==> config.mk <==
export PLATFORM = sky130hd
export DESIGN_NAME = radio_rx_burst_capture_flat
export DESIGN_NICKNAME = d
export VERILOG_FILES = /design/src/rtl/radio_capture_pkg.sv /design/src/rtl/radio_rx_burst_capture_if.sv /design/src/rtl/radio_rx_capture_fifo.sv /design/src/rtl/radio_rx_burst_capture.sv /design/src/flat_wrapper.sv
export SDC_FILE = /design/constraint.sdc
export NUM_CORES = 2
export LEC_CHECK = 0
export ABC_CLOCK_PERIOD_IN_PS = 7700
export BUFFER_PORTS_ARGS = -buffer_cell sky130_fd_sc_hd__buf_2
export CELL_PAD_IN_SITES_DETAIL_PLACEMENT = 0
export CELL_PAD_IN_SITES_GLOBAL_PLACEMENT = 2
export CORE_ASPECT_RATIO = 1.5
export CORE_MARGIN = 1.5
export CORE_UTILIZATION = 45
export CTS_BUF_LIST = sky130_fd_sc_hd__clkbuf_16
export DETAILED_ROUTE_END_ITERATION = 7
export GPL_ROUTABILITY_DRIVEN = 1
export PLACE_DENSITY = 0.8
export SLEW_MARGIN = 20
export SYNTH_ARGS = -nofsm -noshare
export SYNTH_HDL_FRONTEND = slang
export SYNTH_SLANG_ARGS = --single-unit
==> constraint.sdc <==
create_clock -name radio_clk -period 7.7 [get_ports radio_clk]
set_input_delay 0.385 -clock radio_clk [delete_from_list [all_inputs] [get_ports radio_clk]]
set_output_delay 0.385 -clock radio_clk [all_outputs]
set_load 0.005 [all_outputs]
==> src/rtl/radio_capture_pkg.sv <==
// Shared types and constants for the radio RX burst capture engine.
package radio_capture_pkg;
  localparam int CNT_W   = 32;
  localparam int PKT_W   = 16;
  localparam int STATE_W = 2;

  typedef logic [STATE_W-1:0] state_t;
  localparam state_t ST_IDLE      = 2'd0;
  localparam state_t ST_WAIT_TIME = 2'd1;
  localparam state_t ST_RUNNING   = 2'd2;

  typedef struct packed {
    logic last;
    logic eob;
  } entry_flags_t;
endpackage

==> src/rtl/radio_rx_burst_capture_if.sv <==
// Per-channel AXI-Stream output bundle of the capture engine.
interface radio_rx_burst_capture_if #(
  parameter int NUM_CHANNELS = 1,
  parameter int NSPC         = 1,
  parameter int SAMP_W       = 32,
  parameter int TIME_W       = 64
);
  logic [NUM_CHANNELS*NSPC*SAMP_W-1:0] m_tdata;
  logic [NUM_CHANNELS*TIME_W-1:0]      m_ttimestamp;
  logic [NUM_CHANNELS-1:0]             m_tlast;
  logic [NUM_CHANNELS-1:0]             m_teob;
  logic [NUM_CHANNELS-1:0]             m_tvalid;
  logic [NUM_CHANNELS-1:0]             m_tready;

  modport master (output m_tdata, m_ttimestamp, m_tlast, m_teob, m_tvalid, input m_tready);
  modport slave  (input m_tdata, m_ttimestamp, m_tlast, m_teob, m_tvalid, output m_tready);
endinterface

==> src/rtl/radio_rx_capture_fifo.sv <==
// Single-clock first-word-fall-through FIFO reporting its free-entry count.
module radio_rx_capture_fifo #(
  parameter int WIDTH      = 8,
  parameter int DEPTH_LOG2 = 5
) (
  input  logic                  clk,
  input  logic                  rst,
  input  logic [WIDTH-1:0]      wr_data,
  input  logic                  wr_en,
  output logic [WIDTH-1:0]      rd_data,
  output logic                  rd_valid,
  input  logic                  rd_en,
  output logic [DEPTH_LOG2:0]   free
);
  localparam int DEPTH = 1 << DEPTH_LOG2;
  localparam logic [DEPTH_LOG2:0] FULL = {1'b1, {DEPTH_LOG2{1'b0}}};

  logic [WIDTH-1:0]      mem [DEPTH];
  logic [DEPTH_LOG2-1:0] wr_ptr, rd_ptr;
  logic [DEPTH_LOG2:0]   count;
  logic                  do_wr, do_rd;

  assign do_rd = rd_en && (count != '0);
  assign do_wr = wr_en && (count != FULL);

  always_ff @(posedge clk) begin
    if (do_wr) mem[wr_ptr] <= wr_data;
  end

  always_ff @(posedge clk) begin
    if (rst) begin
      wr_ptr <= '0;
      rd_ptr <= '0;
      count  <= '0;
    end else begin
      if (do_wr) wr_ptr <= wr_ptr + 1'b1;
      if (do_rd) rd_ptr <= rd_ptr + 1'b1;
      case ({do_wr, do_rd})
        2'b10:   count <= count + 1'b1;
        2'b01:   count <= count - 1'b1;
        default: count <= count;
      endcase
    end
  end

  assign rd_data  = mem[rd_ptr];
  assign rd_valid = (count != '0);
  assign free     = FULL - count;
endmodule

==> src/rtl/radio_rx_burst_capture.sv <==
// RX burst capture: timed/immediate commands, SPP packetisation with per-packet
// timestamps, late and overrun detection, one FWFT FIFO per channel.
module radio_rx_burst_capture
  import radio_capture_pkg::*;
#(
  parameter int SAMP_W         = 32,
  parameter int NSPC           = 1,
  parameter int NUM_CHANNELS   = 1,
  parameter int TIME_W         = 64,
  parameter int FIFO_SIZE_LOG2 = 5
) (
  input  logic                                radio_clk,
  input  logic                                radio_rst,
  input  logic [NUM_CHANNELS*NSPC*SAMP_W-1:0] radio_rx_data,
  input  logic                                radio_rx_stb,
  input  logic [TIME_W-1:0]                   radio_time,
  input  logic [PKT_W-1:0]                    cfg_spp_words,
  input  logic                                cmd_valid,
  output logic                                cmd_ready,
  input  logic [CNT_W-1:0]                    cmd_num_words,
  input  logic                                cmd_timed,
  input  logic [TIME_W-1:0]                   cmd_time,
  input  logic                                cmd_stop,
  radio_rx_burst_capture_if.master            rx_stream,
  output logic                                running,
  output logic                                overrun,
  output logic                                late
);
  localparam int CH_W = NSPC * SAMP_W;

  typedef struct packed {
    logic [CH_W-1:0]   data;
    logic [TIME_W-1:0] timestamp;
    entry_flags_t      flags;
  } entry_t;
  localparam int ENTRY_W = $bits(entry_t);

  logic [NUM_CHANNELS*CH_W-1:0] data_p0;
  logic [TIME_W-1:0]            time_p0;
  logic                         vld_p0;

  state_t            state;
  logic [PKT_W-1:0]  spp, pkt_cnt;
  logic [CNT_W-1:0]  remaining;
  logic              continuous, stop_pend, first_in_pkt, seen_stb;
  logic [TIME_W-1:0] tgt_time, pkt_ts, word_ts;

  logic [NUM_CHANNELS-1:0] nearly_full, full;
  logic is_late, start_now, capture, wr_word, ovf_word, any_full;
  logic burst_end, pkt_end, term;

  logic [NUM_CHANNELS*CH_W-1:0]   tdata_v;
  logic [NUM_CHANNELS*TIME_W-1:0] tts_v;
  logic [NUM_CHANNELS-1:0]        tlast_v, teob_v, tvalid_v;

  // Stage p0: input register; all decisions act on the registered word
  always_ff @(posedge radio_clk) begin
    data_p0 <= radio_rx_data;
    time_p0 <= radio_time;
  end

  // Only the first strobe after accept can be late; later ones just wait for cmd_time
  assign is_late   = (state == ST_WAIT_TIME) && vld_p0 && !seen_stb && (time_p0 > tgt_time);
  assign start_now = (state == ST_WAIT_TIME) && vld_p0 && !cmd_stop && !is_late &&
                     (time_p0 >= tgt_time);
  assign capture   = vld_p0 && ((state == ST_RUNNING) || start_now);
  assign any_full  = |full;
  assign ovf_word  = |nearly_full;
  assign wr_word   = capture && !any_full;
  assign burst_end = !continuous && (remaining == 32'd1);
  assign pkt_end   = (pkt_cnt == spp - 16'd1);
  assign term      = burst_end || stop_pend || ovf_word;
  assign word_ts   = first_in_pkt ? time_p0 : pkt_ts;

  always_ff @(posedge radio_clk) begin
    if ((state == ST_IDLE) && cmd_valid) tgt_time <= cmd_time;
    if (wr_word && first_in_pkt) pkt_ts <= time_p0;
  end

  always_ff @(posedge radio_clk) begin
    if (radio_rst) begin
      vld_p0       <= 1'b0;
      state        <= ST_IDLE;
      spp          <= 16'd1;
      pkt_cnt      <= '0;
      remaining    <= '0;
      continuous   <= 1'b0;
      stop_pend    <= 1'b0;
      first_in_pkt <= 1'b1;
      seen_stb     <= 1'b0;
      overrun      <= 1'b0;
      late         <= 1'b0;
    end else begin
      vld_p0  <= radio_rx_stb;
      overrun <= 1'b0;
      late    <= 1'b0;
      case (state)
        ST_IDLE: begin
          if (cmd_valid) begin
            state        <= cmd_timed ? ST_WAIT_TIME : ST_RUNNING;
            spp          <= (cfg_spp_words == '0) ? 16'd1 : cfg_spp_words;
            remaining    <= cmd_num_words;
            continuous   <= (cmd_num_words == '0);
            pkt_cnt      <= '0;
            stop_pend    <= 1'b0;
            first_in_pkt <= 1'b1;
            seen_stb     <= 1'b0;
          end
        end
        ST_WAIT_TIME: begin
          if (cmd_stop) begin
            state <= ST_IDLE;
          end else if (is_late) begin
            late  <= 1'b1;
            state <= ST_IDLE;
          end else if (vld_p0) begin
            seen_stb <= 1'b1;
          end
        end
        ST_RUNNING: begin
          if (cmd_stop) stop_pend <= 1'b1;
        end
        default: state <= ST_IDLE;
      endcase
      // A terminating word clears stop_pend, so a coincident stop adds no second EOB
      if (capture) begin
        if (wr_word) begin
          remaining    <= remaining - 32'd1;
          pkt_cnt      <= (pkt_end || term) ? '0 : pkt_cnt + 16'd1;
          first_in_pkt <= pkt_end || term;
        end
        if (term || any_full) begin
          state     <= ST_IDLE;
          stop_pend <= 1'b0;
          overrun   <= ovf_word || any_full;
        end else begin
          state <= ST_RUNNING;
        end
      end
    end
  end

  assign cmd_ready = (state == ST_IDLE);
  assign running   = (state == ST_WAIT_TIME) || (state == ST_RUNNING);

  // Stage p1: per-channel FWFT FIFOs drive the output streams
  for (genvar c = 0; c < NUM_CHANNELS; c++) begin : g_ch
    entry_t                  wr_entry, rd_entry;
    logic [FIFO_SIZE_LOG2:0] free;

    assign wr_entry.data       = data_p0[c*CH_W +: CH_W];
    assign wr_entry.timestamp  = word_ts;
    assign wr_entry.flags.last = pkt_end || term;
    assign wr_entry.flags.eob  = term;

    radio_rx_capture_fifo #(
      .WIDTH      (ENTRY_W),
      .DEPTH_LOG2 (FIFO_SIZE_LOG2)
    ) u_fifo (
      .clk      (radio_clk),
      .rst      (radio_rst),
      .wr_data  (wr_entry),
      .wr_en    (wr_word),
      .rd_data  (rd_entry),
      .rd_valid (tvalid_v[c]),
      .rd_en    (rx_stream.m_tready[c]),
      .free     (free)
    );

    assign nearly_full[c]               = (free == (FIFO_SIZE_LOG2+1)'(1));
    assign full[c]                      = (free == '0);
    assign tdata_v[c*CH_W +: CH_W]      = rd_entry.data;
    assign tts_v[c*TIME_W +: TIME_W]    = rd_entry.timestamp;
    assign tlast_v[c]                   = rd_entry.flags.last;
    assign teob_v[c]                    = rd_entry.flags.eob;
  end

  assign rx_stream.m_tdata      = tdata_v;
  assign rx_stream.m_ttimestamp = tts_v;
  assign rx_stream.m_tlast      = tlast_v;
  assign rx_stream.m_teob       = teob_v;
  assign rx_stream.m_tvalid     = tvalid_v;
endmodule

==> src/flat_wrapper.sv <==
// flat-port wrapper written by rule: the top's interface ports become plain ports
module radio_rx_burst_capture_flat import radio_capture_pkg::*;
#(
  parameter int SAMP_W         = 32,
  parameter int NSPC           = 1,
  parameter int NUM_CHANNELS   = 1,
  parameter int TIME_W         = 64,
  parameter int FIFO_SIZE_LOG2 = 5
)
  (radio_clk, radio_rst, radio_rx_data, radio_rx_stb, radio_time, cfg_spp_words, cmd_valid, cmd_ready, cmd_num_words, cmd_timed, cmd_time, cmd_stop, running, overrun, late, rx_stream_m_tdata, rx_stream_m_ttimestamp, rx_stream_m_tlast, rx_stream_m_teob, rx_stream_m_tvalid, rx_stream_m_tready);
  radio_rx_burst_capture_if #(.NUM_CHANNELS(NUM_CHANNELS), .NSPC(NSPC), .SAMP_W(SAMP_W), .TIME_W(TIME_W)) rx_stream_i ();
  input  logic radio_clk;
  input  logic radio_rst;
  input  logic [NUM_CHANNELS*NSPC*SAMP_W-1:0] radio_rx_data;
  input  logic radio_rx_stb;
  input  logic [TIME_W-1:0] radio_time;
  input  logic [PKT_W-1:0] cfg_spp_words;
  input  logic cmd_valid;
  output logic cmd_ready;
  input  logic [CNT_W-1:0] cmd_num_words;
  input  logic cmd_timed;
  input  logic [TIME_W-1:0] cmd_time;
  input  logic cmd_stop;
  output logic running;
  output logic overrun;
  output logic late;
  output wire logic [$bits(rx_stream_i.m_tdata)-1:0] rx_stream_m_tdata;
  output wire logic [$bits(rx_stream_i.m_ttimestamp)-1:0] rx_stream_m_ttimestamp;
  output wire logic [$bits(rx_stream_i.m_tlast)-1:0] rx_stream_m_tlast;
  output wire logic [$bits(rx_stream_i.m_teob)-1:0] rx_stream_m_teob;
  output wire logic [$bits(rx_stream_i.m_tvalid)-1:0] rx_stream_m_tvalid;
  input wire logic [$bits(rx_stream_i.m_tready)-1:0] rx_stream_m_tready;
  assign rx_stream_m_tdata = rx_stream_i.m_tdata;
  assign rx_stream_m_ttimestamp = rx_stream_i.m_ttimestamp;
  assign rx_stream_m_tlast = rx_stream_i.m_tlast;
  assign rx_stream_m_teob = rx_stream_i.m_teob;
  assign rx_stream_m_tvalid = rx_stream_i.m_tvalid;
  assign rx_stream_i.m_tready = rx_stream_m_tready;
  radio_rx_burst_capture #(.SAMP_W(SAMP_W), .NSPC(NSPC), .NUM_CHANNELS(NUM_CHANNELS), .TIME_W(TIME_W), .FIFO_SIZE_LOG2(FIFO_SIZE_LOG2)) u_core (.radio_clk(radio_clk), .radio_rst(radio_rst), .radio_rx_data(radio_rx_data), .radio_rx_stb(radio_rx_stb), .radio_time(radio_time), .cfg_spp_words(cfg_spp_words), .cmd_valid(cmd_valid), .cmd_ready(cmd_ready), .cmd_num_words(cmd_num_words), .cmd_timed(cmd_timed), .cmd_time(cmd_time), .cmd_stop(cmd_stop), .rx_stream(rx_stream_i), .running(running), .overrun(overrun), .late(late));
endmodule
## Word level (Yosys, flattened, before mapping)

Memory sizes are Yosys's and may differ from the RTL's. A register that Yosys moved wholly into a read port is not among the register bits.
Index checks and enable logic that the tools add are counted.

| cells by class | value |
|---|---|
| $add $sub $neg | 8 |
| order comparisons | 2 |
| equality and inequality tests | 15 |
| bitwise gates (word level) | 3 |
| reduce and logical (&&, ||, !) cells | 37 |
| multiplexer cells | 38 |

Operator list:

| cell | number |
|---|---|
| 32-bit two-way mux | 4 |
| 16-bit two-way mux | 6 |
| 64-bit greater-or-equal comparator | 1 |
| 64-bit > comparator | 1 |
| 64-bit two-way mux | 1 |
| 32-bit by 1-bit equality test with 1-bit output (second input constant) | 1 |
| 32-bit zero test | 1 |
| 32-bit by 1-bit subtractor with 32-bit output (second input constant) | 1 |
| 16-bit by 1-bit adder with 16-bit output (second input constant) | 1 |
| 16-bit equality test | 1 |
| 16-bit zero test | 1 |
| 16-bit by 1-bit subtractor with 16-bit output (second input constant) | 1 |
| 1-bit two-way mux | 15 |
| 1-bit logical AND | 13 |
| 2-bit two-way mux | 6 |
| 6-bit one-hot mux with 2 select lines | 1 |
| 5-bit by 1-bit adder with 5-bit output (second input constant) | 2 |
| 5-bit two-way mux | 2 |
| 1-bit logical OR | 7 |
| 6-bit by 1-bit adder with 6-bit output (second input constant) | 1 |
| 6-bit by 1-bit equality test with 1-bit output (second input constant) | 1 |
| 6-bit zero test | 1 |
| 2-bit != test (second input constant) | 3 |
| 6-bit != test (second input constant) | 1 |
| other kinds (18) | 30 |

| word-level totals | value |
|---|---|
| flip-flop bits (word level) | 313 |
| output and inout port bits | 103 |
| RAM bits | 3,136 |
| memories kept | 1 |
| bits of input ports | 215 |
| word-level logic and storage cells | 122 |

Memories:

| memory | depth | width | read ports | clocked after memory_dff | write ports | line | RTL |
|---|---|---|---|---|---|---|---|
| u_core.g_ch[0].u_fifo.mem | 32 | 98 | 1 | 1 | 1 | radio_rx_capture_fifo.sv:18 | `logic [WIDTH-1:0] mem [DEPTH];` |

## Longest topological paths before layout

| logic depth | value |
|---|---|
| depth in word-level cells | 13 |
| depth in mapped cells | 22 |
| depth with buffers taken out | 19 |

## By module

Synthesis repeated with hierarchy kept, for this count alone.

| second synthesis, totals | value |
|---|---|
| cell total of the unflattened synthesis | 6,858 |
| area, all modules | 133,157.7 µm² |

By module, submodules not included:

| module | sequential area each (µm²) | cells an instance | area an instance (µm²) | instances |
|---|---|---|---|---|
| radio_rx_capture_fifo | 94,590.7 | 5,734 | 120,375.4 | 1 |
| radio_rx_burst_capture | 7,226.9 | 1,124 | 12,782.3 | 1 |

## Worst setup path before layout

Ideal clock, no wire load.

| timing | value |
|---|---|
| path kind | register -> register |
| start | register u_core.tgt_time[63] |
| end | memory u_core.g_ch[0].u_fifo.mem[31][0] (netlist bit), enable pin |
| setup time | 0.567 ns |
| data required time | 7.133 ns |
| cell stages (with the launch flop) | 12 |
| data arrival time | 6.691 ns |
| period minus slack after synthesis | 7.258 ns |
| buffers on the path | 1 |
| path slack | 0.442 ns |
| path through | edfxtp_1 -> inv_1 -> ha_1 -> nand4_1 -> nor4_1 -> and3_1 -> nand2_1 -> a2bb2oi_1 -> a211oi_2 -> clkbuf_1 -> o21ai_0 -> nor2b_1 |

| between the ends | value |
|---|---|
| cells in the longest elaborated chain, start to end | 11 |
| elaborated cells on any way between the ends | 12 |
| those cells by class | order compare: 2; mux: 2; reduce/logical: 8 |

Ends and longest elaborated chain:

| element | line | RTL |
|---|---|---|
| from (decl) | radio_rx_burst_capture.sv:46 | `logic [TIME_W-1:0] tgt_time, pkt_ts, word_ts;` |
| from (signal assigned) | radio_rx_burst_capture.sv:76 | `if ((state == ST_IDLE) && cmd_valid) tgt_time <= cmd_time;` |
| 64-bit > comparator | radio_rx_burst_capture.sv:63 | `assign is_late = (state == ST_WAIT_TIME) && vld_p0 && !seen_stb && (time_p0 > tgt_time);` |
| 1-bit logical AND | radio_rx_burst_capture.sv:63 |  |
| 1-bit zero test | radio_rx_burst_capture.sv:64 | `assign start_now = (state == ST_WAIT_TIME) && vld_p0 && !cmd_stop && !is_late &&` |
| 1-bit logical AND | radio_rx_burst_capture.sv:64 |  |
| 1-bit logical AND * | radio_rx_burst_capture.sv:64 |  |
| 1-bit logical OR * | radio_rx_burst_capture.sv:66 | `assign capture = vld_p0 && ((state == ST_RUNNING) \|\| start_now);` |
| 1-bit logical AND * | radio_rx_burst_capture.sv:66 |  |
| 1-bit logical AND * | radio_rx_burst_capture.sv:69 | `assign wr_word = capture && !any_full;` |
| 1-bit logical AND * | radio_rx_capture_fifo.sv:24 | `assign do_wr = wr_en && (count != FULL);` |
| 1-bit two-way mux * | radio_rx_capture_fifo.sv:27 | `if (do_wr) mem[wr_ptr] <= wr_data;` |
| 1-bit two-way mux (not written as such) * | radio_rx_capture_fifo.sv:27 |  |
| to (decl) | radio_rx_capture_fifo.sv:18 |  |

Mark *: on every way between the ends. The rest lies on a longest branch, timed or not.

## Final worst setup path

| timing | value |
|---|---|
| start | register u_core.tgt_time[59] |
| end | memory u_core.g_ch[0].u_fifo.mem[18][21] (netlist bit), enable pin |

Same word-level chain as after synthesis.

==> impl_metrics.py <==
metrics = {
    "run_status": {
        "status": "completed",
    },
    "floorplan": {
        "io_pins": 318,
        "die_w_um": 446,
        "dieHeight_um": 667,
        "initial_utilization_pct": 45.3,
        "core-area_mm2": 0.292,
        "dieArea_mm2": 0.297,
        "rows": 243,
    },
    "cells_and_area": {
        "layout-drive-gt1-share_pct": 31.5,
        "final_common_cell": "edfxtp_1",
        "final_nets": 6739,
        "layout_common_cells": "edfxtp_1 (3264), mux4_2 (980), clkbuf_16 (331)",
        "area_growth_syn_to_layout_pct": 14.7,
    },
    "cts": {
        "clk-insertion-delay-late_ps": 890,
        "cts_buffers": 325,
        "clock_path_buffers": 4,
        "cts_tree": "done",
        "cts_resized": 0,
        "cts.sinks": 3454,
        "clk_pin_slew_ps": 60,
        "cts_root_buf": "clkbuf_16",
        "h-tree-depth": 5,
    },
    "place": {
        "place.gp.congestion": 0.785,
        "dp_hpwl_um": 179000,
        "pre_cts_ws_ps": 2080,
        "port_buffers": 317,
    },
    "drt": {
        "drtPass1Iterations": 5,
        "wl_per_cell_um": 30.8,
        "viasPerCell": 5.89,
        "vias": 62497,
        "drt_iter0_markers": 6995,
        "drc_errors": 0,
        "routed_wirelength_um": 327000,
        "antenna_left": 0,
    },
    "logic_synthesis": {
        "synthArstFlopShare_pct": 0,
        "synth.distinct_cells": 70,
        "netlist_area_mm2": 0.132,
        "syn_avg_cell_area_um2": 23.0,
        "synth-seq-cells": 3454,
        "yosysWarningCount": 0,
        "syn_inst": 5757,
        "syn_nets": 6051,
        "synth_edf_count": 3264,
        "ys.flop_type": "edfxtp_1",
        "ys_seq_area_share_pct": 77.0,
    },
    "grt": {
        "grt_pass1_vias": 65140,
        "grt-ovfl-total": 0,
        "grt_usage_pct": 21.9,
        "grt_pass1_wl_um": 466000,
        "grt_max_degree": 139,
        "antenna_found_initial": 13,
    },
    "job": {
        "cap_violations": 0,
    },
    "power_and_ir_drop": {
        "p_sw_mw": 8.06,
        "combPwrFrac_pct": 4.9,
        "leakagePower_nw": 47.1,
        "clockPowerShare_pct": 40.9,
        "pwr_density_cell_mw_per_mm2": 254,
        "peakVddDrop_mv": 0.170,
        "seq_power_share_pct": 54.1,
        "p_sw_share_pct": 21.0,
        "intPower_mw": 30.4,
    },
    "critical_path": {
        "worstPathCellList": "inv_1 > ha_1 > nand4_1 > a2111oi_0 > or4_1 > a211oi_1 > a211oi_2 > or2_2 > buf_4 > and3_4 > buf_12",
        "crit_slowest_cell": "and3_4",
        "critPathBufInv": 3,
        "path_class": "flip-flop to flip-flop",
        "rr_worst_depth": 11,
        "crit_family": "simple AND/OR/NAND/NOR gates",
        "start_kind": "flip-flop",
        "cp.depth": 11,
        "path_max_fanout": 52,
        "cp.required_ps": 8200,
        "slowest_delay_ps": 1040,
        "crit_arrival_ps": 6070,
        "cp-end-kind": "flip-flop",
    },
    "timing": {
        "slew_headroom_pct": 20.6,
        "min_period_ps": 5570,
        "setup_ws_ps": 2130,
        "hold_viol": 0,
        "post-route-period-util_pct": 72.3,
        "worstMarginPinSlew_ps": 1190,
        "skew_ps": 55.4,
        "setup_viol": 0,
        "slew_violations": 0,
        "fmax_ghz": 0.180,
        "tns_ps": 0,
        "rsz0062_at_grt": "no",
    },
    "worst_hold_path": {
        "worstHoldPathCells": 3,
        "hold_class": "input pin to flip-flop",
    },
}
## worst paths after layout
path	slack [ps]	from	endpoint
setup / recovery	2130	u_core.tgt_time[59]	u_core.g_ch[0].u_fifo.mem[18][21]
hold reg to reg	450	u_core.time_p0[51]	u_core.pkt_ts[51]
hold / removal	110	cmd_num_words[23]	u_core.remaining[23]
setup reg to reg	2130	u_core.tgt_time[59]	u_core.g_ch[0].u_fifo.mem[18][21]
## power groups by stage
stage / logic, mW / registers (mW) / clock network (mW)
finish: 1.90 / 20.8 / 15.7
global route: 2.06 / 20.8 / 16.7
detailed placement: 1.85 / 21.2 / 0
CTS: 1.94 / 20.8 / 16.0
floorplan: 1.24 / 21.2 / 0
global placement: 1.83 / 21.2 / 0
## worst min-delay path, cell delays in order
cell	delay (ps)
buf_2	140
nor3_1	270
a2111oi_0	110
## kinds of logic after synthesis
logic type / count (synthesis) / synth area share (%)
DFF: 3454 / 77.0
muxes: 1153 / 18.1
and+or+nand+nor: 447 / 1.77
buffers and inverters: 380 / 1.11
AOI/OAI and AO/OA: 202 / 0.978
adders and majority gates: 79 / 0.747
xor gates and xnor gates: 42 / 0.278
## routing by layer
metal | global-route usage (%) | wire, µm | up-vias
met1 | 28.7 | 125000 | 33501
met3 | 4.14 | 25600 | 498
met5 | 0 | 0 | -
met4 | 6.34 | 9610 | 0
met2 | 37.3 | 167000 | 2710
li1 | - | - | 25788
## what timing repair did
item / in CTS / in global routing
setup endpoints to repair: 0 / 0
buffers inserted: 0 / 0
hold buffers: 214 / 0
endpoints found under the hold margin: 215 / 0
## registers in the layout, summed over array words and instances, names as in the netlist, 2 cells and up, named ones only
| name | count |
|---|---|
| u_core.g_ch.u_fifo.mem | 3136 |
| u_core.pkt_ts | 64 |
| u_core.tgt_time | 64 |
| u_core.time_p0 | 64 |
| u_core.data_p0 | 32 |
| u_core.remaining | 32 |
| u_core.pkt_cnt | 16 |
| u_core.spp | 16 |
| u_core.g_ch.u_fifo.count | 6 |
| u_core.g_ch.u_fifo.rd_ptr | 5 |
| u_core.g_ch.u_fifo.wr_ptr | 5 |
| u_core.state | 2 |
## layout make-up
cell class / instances / area (µm²)
diodes: 9 / 22.5
clock buffers: 331 / 8280
clock inverters: 241 / 2020
fillers: 22198 / 140000
inverters: 92 / 355
multi-input cells: 1923 / 29200
flip-flops and latches: 3454 / 102000
well taps: 3920 / 4900
repair buffers: 649 / 5090
## metrics by stage
step / hold WS [ps] / std cells / cell area (µm²) / power (mW) / util (%)
2_1_floorplan: 413 / 5757 / 132000 / 22.4 / -
3_3_place_gp: 433 / 9821 / 139000 / 23.1 / 47.6
3_5_place_dp: 449 / 9822 / 139000 / 23.1 / 47.7
4_1_cts: 51.9 / 10608 / 152000 / 38.8 / 51.9
5_1_grt: 120 / 10615 / 152000 / 39.6 / 51.9
6_report: 114 / 10619 / 152000 / 38.5 / 51.9
## Yosys cell counts, types with 4 or more instances
cell type,count,area (µm²)
nand4_1,29,181
nand2b_1,6,37.5
mux2_2,162,1820
a21o_1,4,30.0
nor2_1,55,206
and3_1,46,288
a311o_1,10,100
inv_1,90,338
nor2b_1,19,119
a31oi_1,4,25.0
a32o_1,4,40.0
nand3_1,45,225
xor2_1,22,193
buf_6,4,45.0
nand3b_1,5,37.5
mux4_2,980,22100
o211ai_1,4,30.0
buf_2,6,30.0
nand2_1,130,488
nand3_2,4,40.0
a21oi_1,80,400
or3_1,5,31.3
mux2i_1,11,110
nor3b_1,11,82.6
xnor2_1,20,175
dfxtp_1,190,3800
edfxtp_1,3264,98000
a211oi_1,5,37.5
o21a_1,5,37.5
a2111oi_0,4,35.0
o21ai_1,10,50.1
or4_1,11,82.6
and2_1,6,37.5
nor3_1,26,130
clkbuf_1,193,724
buf_1,84,315
nor4_1,35,219
ha_1,79,988
o21ai_0,35,175
o311ai_1,5,43.8
Power figures use the tool's default switching activity.
